### config.mk
export PLATFORM = sky130hd
export DESIGN_NAME = button_debouncer
export DESIGN_NICKNAME = d
export VERILOG_FILES = /design/src/rtl/button_debouncer.sv
export SDC_FILE = /design/constraint.sdc
export NUM_CORES = 1
export LEC_CHECK = 0
export CAP_MARGIN = 40
export CORE_MARGIN = 4
export CORE_UTILIZATION = 45
export DETAILED_ROUTE_END_ITERATION = 7
export PLACE_DENSITY = 0.75
export SLEW_MARGIN = 20
export SYNTH_ARGS = -nofsm -noshare
export SYNTH_HDL_FRONTEND = slang
export SYNTH_SLANG_ARGS = --single-unit
### constraint.sdc
create_clock -name CLK -period 3.3 [get_ports CLK]
set_clock_uncertainty 0.2 [all_clocks]
set_input_delay 0.66 -clock CLK [delete_from_list [all_inputs] [get_ports CLK]]
set_output_delay 0.66 -clock CLK [all_outputs]
set_load 0.05 [all_outputs]
### src/rtl/button_debouncer.sv
// Synchronizes a raw, bouncing button input and debounces it into a registered level
// with single-cycle RISE/FALL pulses for driving a downstream enabled flip-flop.
module button_debouncer #(
    parameter int STABLE_CYCLES = 50000,
    parameter int CNT_W         = 16
) (
    input  logic CLK,
    input  logic RESET,
    input  logic BTN,
    output logic LEVEL,
    output logic RISE,
    output logic FALL
);

    localparam logic [1:0] IDLE_LOW  = 2'd0;
    localparam logic [1:0] WAIT_HIGH = 2'd1;
    localparam logic [1:0] IDLE_HIGH = 2'd2;
    localparam logic [1:0] WAIT_LOW  = 2'd3;

    localparam logic [CNT_W-1:0] STABLE_CNT = CNT_W'(STABLE_CYCLES);
    localparam logic [CNT_W-1:0] CNT_ONE    = CNT_W'(1);

    logic             r_s1;
    logic             r_s2;
    logic [1:0]       r_state;
    logic [CNT_W-1:0] r_cnt;
    logic             r_level;
    logic             r_rise;
    logic             r_fall;

    logic [1:0]       w_stateNext;
    logic [CNT_W-1:0] w_cntNext;
    logic             w_levelNext;
    logic             w_riseNext;
    logic             w_fallNext;

    // BTN is asynchronous to CLK; only the second flop is safe to use.
    always_ff @(posedge CLK or negedge RESET) begin
        if (!RESET) begin
            r_s1 <= 1'b0;
            r_s2 <= 1'b0;
        end else begin
            r_s1 <= BTN;
            r_s2 <= r_s1;
        end
    end

    always_comb begin
        w_stateNext = r_state;
        w_cntNext   = r_cnt;
        w_levelNext = r_level;
        w_riseNext  = 1'b0;
        w_fallNext  = 1'b0;
        case (r_state)
            IDLE_LOW: begin
                w_levelNext = 1'b0;
                if (r_s2) begin
                    w_stateNext = WAIT_HIGH;
                    w_cntNext   = CNT_ONE;
                end else begin
                    w_cntNext   = '0;
                end
            end
            WAIT_HIGH: begin
                w_levelNext = 1'b0;
                if (!r_s2) begin
                    w_stateNext = IDLE_LOW;
                    w_cntNext   = '0;
                end else if (r_cnt == STABLE_CNT) begin
                    w_stateNext = IDLE_HIGH;
                    w_cntNext   = '0;
                    w_levelNext = 1'b1;
                    w_riseNext  = 1'b1;
                end else begin
                    w_cntNext   = r_cnt + CNT_ONE;
                end
            end
            IDLE_HIGH: begin
                w_levelNext = 1'b1;
                if (!r_s2) begin
                    w_stateNext = WAIT_LOW;
                    w_cntNext   = CNT_ONE;
                end else begin
                    w_cntNext   = '0;
                end
            end
            WAIT_LOW: begin
                w_levelNext = 1'b1;
                if (r_s2) begin
                    w_stateNext = IDLE_HIGH;
                    w_cntNext   = '0;
                end else if (r_cnt == STABLE_CNT) begin
                    w_stateNext = IDLE_LOW;
                    w_cntNext   = '0;
                    w_levelNext = 1'b0;
                    w_fallNext  = 1'b1;
                end else begin
                    w_cntNext   = r_cnt + CNT_ONE;
                end
            end
            default: begin
                w_stateNext = IDLE_LOW;
                w_cntNext   = '0;
                w_levelNext = 1'b0;
            end
        endcase
    end

    // Level and pulses are registered so downstream logic sees glitch-free signals.
    always_ff @(posedge CLK or negedge RESET) begin
        if (!RESET) begin
            r_state <= IDLE_LOW;
            r_cnt   <= '0;
            r_level <= 1'b0;
            r_rise  <= 1'b0;
            r_fall  <= 1'b0;
        end else begin
            r_state <= w_stateNext;
            r_cnt   <= w_cntNext;
            r_level <= w_levelNext;
            r_rise  <= w_riseNext;
            r_fall  <= w_fallNext;
        end
    end

    assign LEVEL = r_level;
    assign RISE  = r_rise;
    assign FALL  = r_fall;

endmodule

Word level (Yosys, flattened, before mapping)
Cells that the tools add are included.
{"block": "word_totals", "inputBits": 3, "ff_bits": 23, "word_cells": 39, "output_inout_bits": 3}
{"block": "classes", "n_eq_ne": 8, "reduce_logical": 2, "n_mux": 21, "addsub": 1}
{"operator": "16-bit case mux with 4 select lines", "n": 1}
{"operator": "16-bit two-way mux", "n": 3}
{"operator": "16-bit by 1-bit adder with 16-bit output, second input constant", "n": 1}
{"operator": "16-bit equality test, second input constant", "n": 1}
{"operator": "2-bit two-way mux", "n": 6}
{"operator": "1-bit two-way mux", "n": 9}
{"operator": "2-bit case mux with 4 select lines", "n": 1}
{"operator": "3-bit != test, second input constant", "n": 2}
{"operator": "2-bit equality test, second input constant", "n": 2}
{"operator": "2-bit != test, second input constant", "n": 2}
{"operator": "1-bit case mux with 4 select lines", "n": 1}
{"operator": "4-bit AND reduction", "n": 1}
{"operator": "2-bit by 1-bit equality test with 1-bit output, second input constant", "n": 1}
{"operator": "2-bit zero test", "n": 1}

Logic depth before layout (Yosys ltp)
Gate-level depths: netlist of the first run.
{"block": "logic_depth", "ltp_word": 4, "ltp_mapped": 7, "depth_no_buf": 6}

Worst setup path after synthesis of the first run
Ideal clock, no wire load.
{"block": "synth_timing", "path_kind": "register -> register", "start": "reg r_cnt[0]", "end": "reg r_level, in the netlist LEVEL", "slack_ns": 1.425, "t_arrival_ns": 1.550, "required_ns": 2.975, "stages_incl_launch_ff": 8, "period_less_slack_ns": 1.875, "path_buffers": 1, "setup_time_ns": 0.125, "cell_sequence": "dfrtp_1 > inv_1 > ha_1 > and4bb_2 > nand4_2 > or2_1 > buf_6 > mux2_4"}
{"block": "synth_via", "elab_chain_cells": 4, "word_cells_on_any_way": 6, "cone_classes": "eq/ne: 1; mux: 5"}
{"item": "from (decl)", "line": "26", "source": "logic [CNT_W-1:0] r_cnt;"}
{"item": "from (signal assigned)", "line": "119", "source": "r_cnt <= w_cntNext;"}
{"item": "16-bit equality test *", "line": "69, 92"}
{"item": "1-bit two-way mux, on equally long branches", "line": "92, 69"}
{"item": "1-bit two-way mux, on equally long branches", "line": "89, 66"}
{"item": "1-bit case mux with 4 select lines *", "line": "54", "source": "case (r_state)"}
{"item": "named net w_levelNext", "line": "33", "source": "logic w_levelNext;"}
{"item": "to (signal assigned)", "line": "120", "source": "r_level <= w_levelNext;"}
{"item": "to (decl)", "line": "27", "source": "logic r_level;"}
Mark *: on every way through the listed nets, which the timed path passes. The rest lies on a longest branch.
A chain may end at the register's enable or synchronous reset.

Worst setup path after layout of the first run
{"block": "layout_timing", "start": "reg r_fall, in the netlist FALL", "end": "out FALL"}
{"item": "from (decl)", "line": "29", "source": "logic r_fall;"}
{"item": "from (signal assigned)", "line": "122", "source": "r_fall <= w_fallNext;"}
{"item": "to (decl)", "line": "12", "source": "output logic FALL"}
No word-level cell between the ends.

==> results of run 1 <==
layout make-up:
class	instances	area [µm²]
Clock inverter	1	5.00
Clock buffer	3	22.5
Tap cell	28	35.0
Fill cell	198	1090
Sequential cell	23	576
Timing Repair Buffer	6	57.6
Multi-Input combinational cell	71	492
Inverter	6	22.5
layout by cell type, fill, tap and decap left out, types with 2 or more instances in the layout:
cell / n
sky130_fd_sc_hd__dfrtp_1: 23
sky130_fd_sc_hd__nor2_1: 16
sky130_fd_sc_hd__xnor2_1: 8
sky130_fd_sc_hd__nand3_1: 7
sky130_fd_sc_hd__inv_1: 6
sky130_fd_sc_hd__xor2_1: 6
sky130_fd_sc_hd__nand4_1: 6
sky130_fd_sc_hd__clkdlybuf4s50_1: 5
sky130_fd_sc_hd__nand2_1: 4
sky130_fd_sc_hd__clkbuf_4: 3
sky130_fd_sc_hd__nor3_1: 2
sky130_fd_sc_hd__nor4_1: 2
sky130_fd_sc_hd__nor3b_1: 2
sky130_fd_sc_hd__mux2_4: 2
sky130_fd_sc_hd__ha_1: 2
cell usage after synthesis:
| cell | count | area (µm²) |
|---|---|---|
| sky130_fd_sc_hd__and4bb_2 | 1 | 12.5 |
| sky130_fd_sc_hd__nand2_1 | 4 | 15.0 |
| sky130_fd_sc_hd__nand4_2 | 1 | 12.5 |
| sky130_fd_sc_hd__nor2_1 | 16 | 60.1 |
| sky130_fd_sc_hd__and2_2 | 1 | 7.51 |
| sky130_fd_sc_hd__or2_1 | 1 | 6.26 |
| sky130_fd_sc_hd__a21oi_1 | 1 | 5.00 |
| sky130_fd_sc_hd__buf_6 | 2 | 22.5 |
| sky130_fd_sc_hd__xor2_1 | 6 | 52.6 |
| sky130_fd_sc_hd__or4_1 | 1 | 7.51 |
| sky130_fd_sc_hd__ha_1 | 2 | 25.0 |
| sky130_fd_sc_hd__nor4_1 | 2 | 12.5 |
| sky130_fd_sc_hd__nor3_1 | 2 | 10.0 |
| sky130_fd_sc_hd__buf_2 | 2 | 10.0 |
| sky130_fd_sc_hd__and3b_1 | 1 | 8.76 |
| sky130_fd_sc_hd__nand3_1 | 7 | 35.0 |
| sky130_fd_sc_hd__and3_1 | 1 | 6.26 |
| sky130_fd_sc_hd__xnor2_1 | 8 | 70.1 |
| sky130_fd_sc_hd__mux2_4 | 2 | 30.0 |
| sky130_fd_sc_hd__dfrtp_1 | 23 | 576 |
| sky130_fd_sc_hd__and4b_1 | 1 | 10.0 |
| sky130_fd_sc_hd__or3_1 | 1 | 6.26 |
| sky130_fd_sc_hd__nor3b_1 | 2 | 15.0 |
| sky130_fd_sc_hd__o31ai_1 | 1 | 7.51 |
| sky130_fd_sc_hd__inv_1 | 6 | 22.5 |
| sky130_fd_sc_hd__nand4_1 | 6 | 37.5 |
| sky130_fd_sc_hd__a21boi_0 | 1 | 7.51 |
| sky130_fd_sc_hd__and4_2 | 1 | 10.0 |
| sky130_fd_sc_hd__nor4_4 | 1 | 21.3 |
cell families (layout without fill, tap and decap cells):
family | after synthesis | count (layout) | synth area share
buffers and inverters | 10 | 16 | 0.0490
multiplexers | 2 | 2 | 0.0268
flip-flops | 23 | 23 | 0.513
adder cells (fa/ha/maj) | 2 | 2 | 0.0223
XOR/XNOR | 14 | 14 | 0.109
AO/OA/AOI/OAI | 3 | 3 | 0.0178
AND/OR/NAND/NOR | 50 | 50 | 0.262
where the power goes:
group / internal, µW / switching, µW / total, µW
clock network: 45.2 / 81.2 / 126
registers: 285 / 3.66 / 289
logic: 6.55 / 11.7 / 18.2
routing by layer:
metal,GRT usage,vias up
li1,-,365
met1,0.170,374
met2,0.190,9
met3,0.0267,0
met4,0.0629,0
met5,0,-
registers in the layout, indices dropped and copies added, names as in the netlist, named ones only:
name     flops
FALL         1
LEVEL        1
RISE         1
r_cnt       16
r_s1         1
r_s2         1
r_state      1
per-stage QoR:
| step | setup WS [ns] | cells | power, µW |
|---|---|---|---|
| 2_1_floorplan | 1.43 | 104 | 302 |
| 4_1_cts | 0.969 | 138 | 442 |
| 5_1_grt | 0.925 | 138 | 455 |
| 3_5_place_dp | 1.26 | 134 | 313 |
| 3_3_place_gp | 1.32 | 134 | 312 |
| 6_report | 0.990 | 138 | 433 |
worst min-delay path by stage:
stage / startpoint / to / cells past startpoint
after detailed placement: r_s1$_DFF_PN0_ / r_s2$_DFF_PN0_ / 0
after floorplan: r_s1$_DFF_PN0_ / r_s2$_DFF_PN0_ / 0
final: r_s1$_DFF_PN0_ / r_s2$_DFF_PN0_ / 0
after CTS: r_s1$_DFF_PN0_ / r_s2$_DFF_PN0_ / 0
after global routing: r_s1$_DFF_PN0_ / r_s2$_DFF_PN0_ / 0
after global placement: r_s1$_DFF_PN0_ / r_s2$_DFF_PN0_ / 0
==> results.txt, run 1 <==
The run finished with clean final reports. Entering global routing, the biggest net connects 24 pins. The worst setup path is launched from a register. Synthesis produced 104 cells. Headroom to the max-slew limit came out at 0.597. The worst path arrival time came out at 1.45 ns. The final critical-path required period is 2.31 ns. Of the cells placed in the final design, the portion with a size suffix greater than 1 is 0.109. The latest clock arrival within the worst-skew pair came out at 0.31 ns. In this run the number of cells on the critical path is 1.

In this design, the stage delay of the slowest critical-path cell is 0.80 ns. In this run the register-to-register setup slack is 1.22 ns. In this run, the number of DRC markers left after iteration 0 of detailed routing was 7. The number of resized instances in the post-cts repair step came out at 0. The number of core rows came out at 17. Of all nets on the critical path, the largest fanout is 1. The launching point of the worst reg2reg path is r_cnt[0]$_DFF_PN0_. The average cell area after synthesis came out at 10.8 µm². For this run, the number of Yosys warnings is 0. The wire length of the first global-routing pass is 3280 µm. The die is 57.9 µm tall.

The kind of cell with the highest combined delay along the critical path is buffers and inverters. Setup repair after global routing left no endpoint under its margin. The capture point of the worst reg-to-reg path is r_cnt[15]$_DFF_PN0_.

Once the clock tree was built, the setup fixing pass inserted 0 buffers. In this run the static leakage power is 0.000525 µW. The number of buffers inserted for hold repair after clock tree synthesis is 0. After synthesis, the netlist uses 29 different library cells. The routed design uses 65 µm of met3 wire.

Summed over all nets, wire length on met2 after detailed routing comes to 933 µm. The width of the chip came out at 57.9 µm. The maximum clock insertion buffer count came out at 2. The highest signal layer in the routed design is met3. The overall die area came out at 3360 µm².

The element type at the critical path end is an output pin. The slew of the pin with the lowest slew margin came out at 0.603 ns. Before antenna repair, the detailed router went through 4 iterations. The critical path starts at FALL$_DFF_PN0_. Traced cell by cell, the critical path runs through clkdlybuf4s50_1. The cell at the root of the clock tree is sky130_fd_sc_hd__clkbuf_4. The final RePlAce weighted congestion came out at 0.773. The remaining number of nets flagged by the antenna check after routing is 0. The detailed router put a total of 902 µm of wire on met1. The net count reported at finish came out at 116.

The total congestion overflow after global routing is 0. In the final routed layout, each cell accounts on average for 13.8 µm. After detailed routing, the number of vias per cell comes to 5.42. 6 I/O pins were placed. The cell with the largest stage delay on the worst path is sky130_fd_sc_hd__clkdlybuf4s50_1. The buffer and inverter count on the worst path came out at 1. 0 antenna diodes ended up in the layout. The area growth from synthesis to layout is 7.80%. The placed wire-length estimate after detailed placement is 1340 µm. The count of endpoints failing hold in the final timing report is 0. The fraction of the yosys area taken by sequential cells is 0.513. The CTS clock-pin slew for the worst setup and hold paths came out at 0.13 ns. The logic depth of the worst register-to-register path came out at 6.

The overall global routing resource usage is 0.126. The maximum vdd ir drop is 0.232 mV. The final routed DRC violation total came out at 0. The overall routed net length came out at 1900 µm. The final cell area excluding filler cells is 1210 µm². The post-synthesis cell area came out at 1120 µm². For the final routed database, the setup TNS stands at 0 ns. The final clock period utilization by the worst path is 0.700. The count of state elements after synthesis came out at 23. The number of levels in the clock H-tree is 1. After detailed placement, the total cell area comes to 1180 µm². The CTS sink count came out at 23. Static timing analysis puts the maximum clock frequency at 433 MHz.

The TritonCTS clock tree is yes. The effective utilization at floorplan is 0.489. The setup violation total in the final timing report is 0. The initial antenna violation count is 0.

The number of max-cap violations came out at 0. The most critical setup path has its endpoint at FALL. The power density normalized to cell area came out at 358 nW/µm².

For this block, the via count after detailed routing is 748. The required time at the endpoint of the critical path came out at 2.44 ns. The min-delay analysis places its worst path in the category reg -> reg. By startpoint and endpoint, the worst setup path is classified as reg -> out. At the end of the flow the core is filled with cells to 0.527. The number of global-route vias before repair is 727.

The number of max-slew violations in the final report came out at 0. The number of port buffers came out at 5. The number of buffers created by CTS came out at 3.

In this run the standard cell core region covers 2300 µm². On the final layout, the worst hold slack is 0.180 ns. The synthesized net count came out at 109.
Note: power is estimated with default switching activity, not from simulation.
==> run 2, diff against run 1 <==
Settings changed: PLACE_DENSITY 0.75 to 0.77.
Clock period 3.3 ns to 1.95 ns, I/O delays scaled along.
==> results.txt, run 2 (synthesized netlist as in run 1, its figures left out) <==
The placed wire-length estimate after detailed placement came out at 1380 µm. The first routing iteration left 13 violations. The maximum clock insertion buffer count came out at 2.

The setup violation total in the final timing report came out at 0. The die covers 3360 µm². The first detailed-routing pass took 4 iterations. The width of the chip came out at 57.9 µm. 0 antenna diodes ended up in the layout. At the worst endpoint, the required time is 1.94 ns. The count of endpoints failing hold in the final timing report was 0.

The number of max-slew violations in the final report is 0. The detail route stage leaves a number of antenna-violating nets equal to 0. In the finished design, the share of the clock period the worst path needs comes to 0.964. The initial antenna violation count is 0. The number of max-cap violations is 0. The setup total negative slack came out at 0 ns. The number of core rows came out at 17.

The number of top-level design ports came out at 6. The height of the chip is 57.9 µm. The final routed DRC violation total is 0. The kind of start point of the critical path is a register. Leaving out fill and tap cells, the most frequent cells in the layout are 23 x sky130_fd_sc_hd__dfrtp_1, 16 x sky130_fd_sc_hd__nor2_1, 10 x sky130_fd_sc_hd__buf_4, 8 x sky130_fd_sc_hd__xnor2_1, 7 x sky130_fd_sc_hd__nand3_1. The number of buffers created by CTS is 3. For this design, the sink count on the clock tree is 23.

Routability-driven placement finished with a final weighted congestion of 0.846. The maximum number of pins on one net before global-route repair came out at 24. The area growth from synthesis to final layout is 11.4%. The overall global routing resource usage came out at 0.123. The share of post-route cells with drive strength above 1 is 0.190.

The critical path in this run is classified as reg -> reg. The maximum clock rate is 532 MHz. The final critical-path required period is 1.88 ns.

TritonCTS built the clock tree. The most critical setup path has its startpoint at r_cnt[0]$_DFF_PN0_. The worst setup path endpoint is LEVEL$_DFF_PN0_.

Summed over all cells, the static leakage comes to 0.000563 µW. The maximum vdd ir drop came out at 0.492 mV. For the worst-skew pair, the clock arrives at the later sink with an insertion delay of 0.30 ns.

The detailed router placed 760 vias in this run. The register-to-register path setup slack is 0.07 ns. The placeable core region came out at 2300 µm².

The largest fanout on the critical path came out at 5. The max-slew headroom at the worst pin is 0.776. The net count reported at finish came out at 122. For this configuration, the core starts out at a cell density of 0.489. For this run the aggregate overflow at the end of global routing stands at 0. The number of filler cells placed in the layout is 201. The library cell used most frequently in the layout, excluding fill and tap cells, is sky130_fd_sc_hd__dfrtp_1. The wire length of the first global-routing pass is 3260 µm. The flip-flop count of the largest register after layout is 16. The path class of the tightest hold or removal check is reg -> reg. The fraction of the core area covered by cells at the end of the flow is 0.544. The sequential standard cell area came out at 576 µm².

The worst path arrival time is 1.87 ns. The routed design has 1840 µm of wire. The CTS clock-pin slew for the worst setup and hold paths came out at 0.12 ns. The capture point of the worst reg-to-reg path is LEVEL$_DFF_PN0_. The element type at the critical path end is a register. The number of global-route vias before repair came out at 753. The flow ran to the end, and the final reports show no timing, DRC or antenna violations.

The slew of the pin with the lowest slew margin came out at 0.333 ns. Setup repair after global routing left no endpoint under its margin. The power density normalized to cell area came out at 589 nW/µm². The number of port buffers came out at 5. The logic depth of the worst register-to-register path came out at 6. The number of setup buffers added after CTS is 0. The root buffer cell chosen for the clock tree is sky130_fd_sc_hd__clkbuf_4. The number of levels in the clock H-tree is 1. The largest register by flop count is r_cnt.

Using the TritonRoute via totals, the vias-per-cell ratio works out to 5.28. The multi-input combinational cell area is 494 µm². The launching point of the worst reg2reg path is r_cnt[0]$_DFF_PN0_. The wire length per cell is 12.7 µm.
## run 2: power breakdown
| part | internal (µW) | leakage, µW | switching (µW) |
|---|---|---|---|
| registers | 483 | 0.000312 | 4.16 |
| clock network | 76.3 | 0.0000177 | 135 |
| logic | 15.6 | 0.000233 | 22.9 |
| total | 575 | 0.000563 | 162 |
## run 2: per-stage QoR
| step | total power, µW | hold WS (ns) | instance area [µm²] | std cells | worst slack [ns] |
|---|---|---|---|---|---|
| after floorplan | 511 | -0.106 | 1120 | 104 | 0.0752 |
| after global placement | 533 | 0.138 | 1220 | 140 | 0.130 |
| after detailed placement | 535 | 0.142 | 1220 | 140 | 0.0508 |
| after CTS | 747 | 0.171 | 1250 | 144 | 0.0283 |
| after global routing | 774 | 0.185 | 1250 | 144 | 0.00760 |
| final | 737 | 0.166 | 1250 | 144 | 0.0693 |
## run 2: layer usage
layer | vias up | track usage | wire length (µm)
met2 | 9 | 0.203 | 908
met3 | 2 | 0.0267 | 48
li1 | 376 | - | -
met1 | 373 | 0.156 | 865
met5 | - | 0 | 0
met4 | 0 | 0.0464 | 12
## run 2: worst min path at each step
stage               depth (start not counted)           start             end  slack (ns)
finish                                      0  r_s1$_DFF_PN0_  r_s2$_DFF_PN0_        0.17
floorplan                                   0           RESET  FALL$_DFF_PN0_       -0.11
global route                                0  r_s1$_DFF_PN0_  r_s2$_DFF_PN0_        0.18
CTS                                         0  r_s1$_DFF_PN0_  r_s2$_DFF_PN0_        0.17
detailed placement                          0  r_s1$_DFF_PN0_  r_s2$_DFF_PN0_        0.14
global placement                            0  r_s1$_DFF_PN0_  r_s2$_DFF_PN0_        0.14
## run 2: final cells by class
class	count	area share
Inverter	6	0.0180
Clock inverter	1	0.00400
Tap cell	28	0.0280
Sequential cell	23	0.460
Multi-Input combinational cell	71	0.395
Clock buffer	3	0.0180
Timing Repair Buffer	12	0.0761
## run 2: repair_timing
item | CTS | global route
setup endpoints to repair | 0 | 3
resized for setup | 0 | 1
hold buffers | 0 | 0
## run 2: worst max-delay path, cell delays in order, from the launching register on
cell and delay [ns]:
sky130_fd_sc_hd__dfrtp_1 0.39, sky130_fd_sc_hd__inv_1 0.09, sky130_fd_sc_hd__ha_1 0.15, sky130_fd_sc_hd__and4bb_2 0.24, sky130_fd_sc_hd__nand4_2 0.13, sky130_fd_sc_hd__or2_4 0.29, sky130_fd_sc_hd__mux2_4 0.30
==> run 3, diff against run 2 <==
Settings changed: ABC_AREA from default to 1, CORE_UTILIZATION 45 to 52, PLACE_DENSITY 0.77 to 0.85, SKIP_LAST_GASP from default to 1.
==> results.txt, run 3 <==
The synthesized net count came out at 171. The post-synthesis cell area is 1240 µm². The share of the Yosys chip area taken by registers is 0.464. CTS built an H-tree with a depth of 1. The cell sitting at the root of the clock tree is a sky130_fd_sc_hd__clkbuf_4. For the worst setup path, the data required time is 2.00 ns. For this run, the number of Yosys warnings is 0. Entering global routing, the biggest net connects 24 pins. The wire length per cell came out at 11.4 µm. The largest fanout on the critical path came out at 12. The total congestion overflow after global routing is 0. The overall die area came out at 3230 µm².

The overall global routing resource usage came out at 0.166. By area the synthesized netlist is led by sky130_fd_sc_hd__dfrtp_1 46%, sky130_fd_sc_hd__nand2_1 15%, sky130_fd_sc_hd__nor2_1 9.1%. The width of the chip came out at 56.8 µm.

The effective utilization at floorplan came out at 0.555. For this run, the post-layout net count is 181. The count of non-filler cells in the finished layout is 203.

The proportion of power drawn by flip-flops and latches came out at 0.657. The most common cell after layout, fill and taps aside is sky130_fd_sc_hd__nand2_1. STA puts the critical path data arrival time at 1.81 ns. The number of max-cap violations is 0. The number of global-route vias before repair is 969. VDD sags by at most 0.618 mV. The average cell area after synthesis is 7.47 µm². The number of port buffers came out at 5. The commonest cells after synthesis are 49 x sky130_fd_sc_hd__nand2_1, 30 x sky130_fd_sc_hd__nor2_1, 23 x sky130_fd_sc_hd__dfrtp_1. STA classifies the critical path endpoint as a register. The routed layout has 1019 vias. The setup violation total in the final timing report is 0. The register with the most flip-flops in the final layout is r_cnt. The initial antenna violation count is 0. The setup total negative slack came out at 0 ns.

The final cell area excluding filler cells is 1340 µm². The maximum clock rate is 567 MHz. After clock tree synthesis, the clock-pin slew on the worst setup and hold paths is 0.12 ns. The combinational share of power came out at 0.051. Relative to the synthesized area, the layout overhead comes to 8.27%. In the synthesized netlist the dominant register cell turns out to be sky130_fd_sc_hd__dfrtp_1. The number of core rows came out at 17. The number of buffers created by CTS is 3. The wire length of the first global-routing pass is 4110 µm. Of the total power, the clock network draws 0.292. The number of top-level design ports is 6. The total leakage power came out at 0.000620 µW.

In this run, synthesis produced a sequential element count of 23. The synthesized instance count is 166. The CTS sink count came out at 23. The leading area contributor after synthesis is sky130_fd_sc_hd__dfrtp_1. In the layout the commonest cells are 49 x sky130_fd_sc_hd__nand2_1, 30 x sky130_fd_sc_hd__nor2_1, 23 x sky130_fd_sc_hd__dfrtp_1, 22 x sky130_fd_sc_hd__inv_1, 11 x sky130_fd_sc_hd__nor2_2. The power density normalized to cell area came out at 552 nW/µm². The final routed DRC violation total is 0. The number of max-slew violations in the final report came out at 0. The leading cell type by number of instances after synthesis is sky130_fd_sc_hd__nand2_1. The layout has 189 filler cells. In the final layout, the share of cells above drive strength 1 is 0.120. After floorplanning, the core was sized to cover 2230 µm². The share of async-settable or async-resettable flops after synthesis came out at 1.00. The internal power is 572 µW. The final critical-path required period came out at 1.76 ns.

The synthesized netlist contains 18 unique library cells. The net switching power is 170 µW. The placed wire-length estimate after detailed placement is 1790 µm.

The final RePlAce weighted congestion came out at 0.901. No sink is reached through more buffers than the 2 on the longest clock path. The cell count after placement came out at 199. The worst hold path class is reg -> reg.

The share of synthesized area in the top cell type comes to 0.464. The post-placement cell area is 1310 µm². STA classifies the critical path startpoint as a register. The overall power after layout is 741 µW. TritonCTS built the clock tree. The count of endpoints failing hold in the final timing report came out at 0. The height of the chip came out at 56.8 µm.

Headroom to the max-slew limit came out at 0.810. The flip-flop count of the largest register after layout came out at 16. The setup fix buffers added after clock tree synthesis is 0. The remaining number of nets flagged by the antenna check after routing is 0. The number of flops mapped to enable cells by yosys came out at 0. The violation count after the first detailed-routing iteration is 17.

The number of detailed-route iterations in the first pass is 4. The overall routed net length came out at 2320 µm. The critical path class is reg -> reg. The final clock period utilization by the worst path came out at 0.904. The final hold slack is 0.166 ns. The number of antenna cells inserted came out at 0. The vias per cell is 5.02. The run finished with clean final reports.

The slew of the pin with the lowest slew margin came out at 0.284 ns. The clock reaches the later pin of the worst-skew pair after 0.31 ns. The switching power share of the total came out at 0.229.
-- run 3: kinds of logic (layout without fill, tap and decap cells) --
family,after synthesis,count (layout),synth area share
flops,23,23,0.464
buf+inv,24,33,0.0787
simple gates,106,106,0.367
fa+ha+maj,2,2,0.0202
compound gates,4,4,0.0202
xor+xnor,7,7,0.0494
-- run 3: through the flow --
step | worst slack [ns] | util
6_report | 0.187 | 0.601
5_1_grt | -0.00308 | 0.601
4_1_cts | 0.191 | 0.601
3_5_place_dp | 0.214 | 0.588
3_3_place_gp | 0.277 | 0.588
2_1_floorplan | 0.440 | -
-- run 3: power groups by stage --
stage | Clock [µW] | Sequential, µW | Combinational, µW
2_1_floorplan | 0 | 496 | 22.2
6_report | 216 | 487 | 38.0
5_1_grt | 245 | 489 | 44.0
3_3_place_gp | 0 | 496 | 37.4
4_1_cts | 230 | 487 | 38.8
3_5_place_dp | 0 | 496 | 38.9
-- run 3: path summary, 6_finish.rpt --
| kind | from | end | slack (ns) | depth (start not counted) |
|---|---|---|---|---|
| worst min register to register | r_s1$_DFF_PN0_ | r_s2$_DFF_PN0_ | 0.17 | 0 |
| min in group asynchronous | RESET | r_cnt[5]$_DFF_PN0_ | 0.21 | 2 |
| worst max-delay path | r_cnt[0]$_DFF_PN0_ | r_cnt[9]$_DFF_PN0_ | 0.19 | 9 |
| max in group asynchronous | RESET | r_cnt[8]$_DFF_PN0_ | 1.12 | 2 |
| worst max register to register | r_cnt[0]$_DFF_PN0_ | r_cnt[9]$_DFF_PN0_ | 0.19 | 9 |
| worst min-delay path | r_s1$_DFF_PN0_ | r_s2$_DFF_PN0_ | 0.17 | 0 |
-- run 3: critical path, cell delays in order, from the launching register on --
cell and delay [ns]:
sky130_fd_sc_hd__dfrtp_1 0.39, sky130_fd_sc_hd__inv_1 0.07, sky130_fd_sc_hd__ha_1 0.20, sky130_fd_sc_hd__nand2_1 0.06
sky130_fd_sc_hd__nor2_1 0.04, sky130_fd_sc_hd__nand2_1 0.07, sky130_fd_sc_hd__nor2_1 0.05, sky130_fd_sc_hd__nor2_2 0.18
sky130_fd_sc_hd__clkinv_2 0.28, sky130_fd_sc_hd__nor2_1 0.17
-- run 3: cell type report --
cell class / count / area [µm²] / share of cell area
sequential: 23 / 576 / 0.429
tap: 28 / 35.0 / 0.0261
timing repair buffer: 6 / 50.0 / 0.0373
clock inverter: 1 / 5.00 / 0.00373
clock buffer: 3 / 22.5 / 0.0168
inverter: 23 / 87.6 / 0.0652
multi-input combinational: 119 / 567 / 0.422
-- run 3: routing by layer --
layer,routed length [µm],track usage,vias to the layer above
met1,1060,0.204,474
li1,-,-,515
met5,0,0,-
met4,103,0.129,0
met2,1070,0.252,19
met3,88,0.0322,11
-- run 3: what timing repair did --
action | 4_1_cts | 5_1_grt
setup endpoints to repair | 0 | 1
hold endpoints to repair | 0 | 0
resized for setup | 0 | 1
hold buffers | 0 | 0
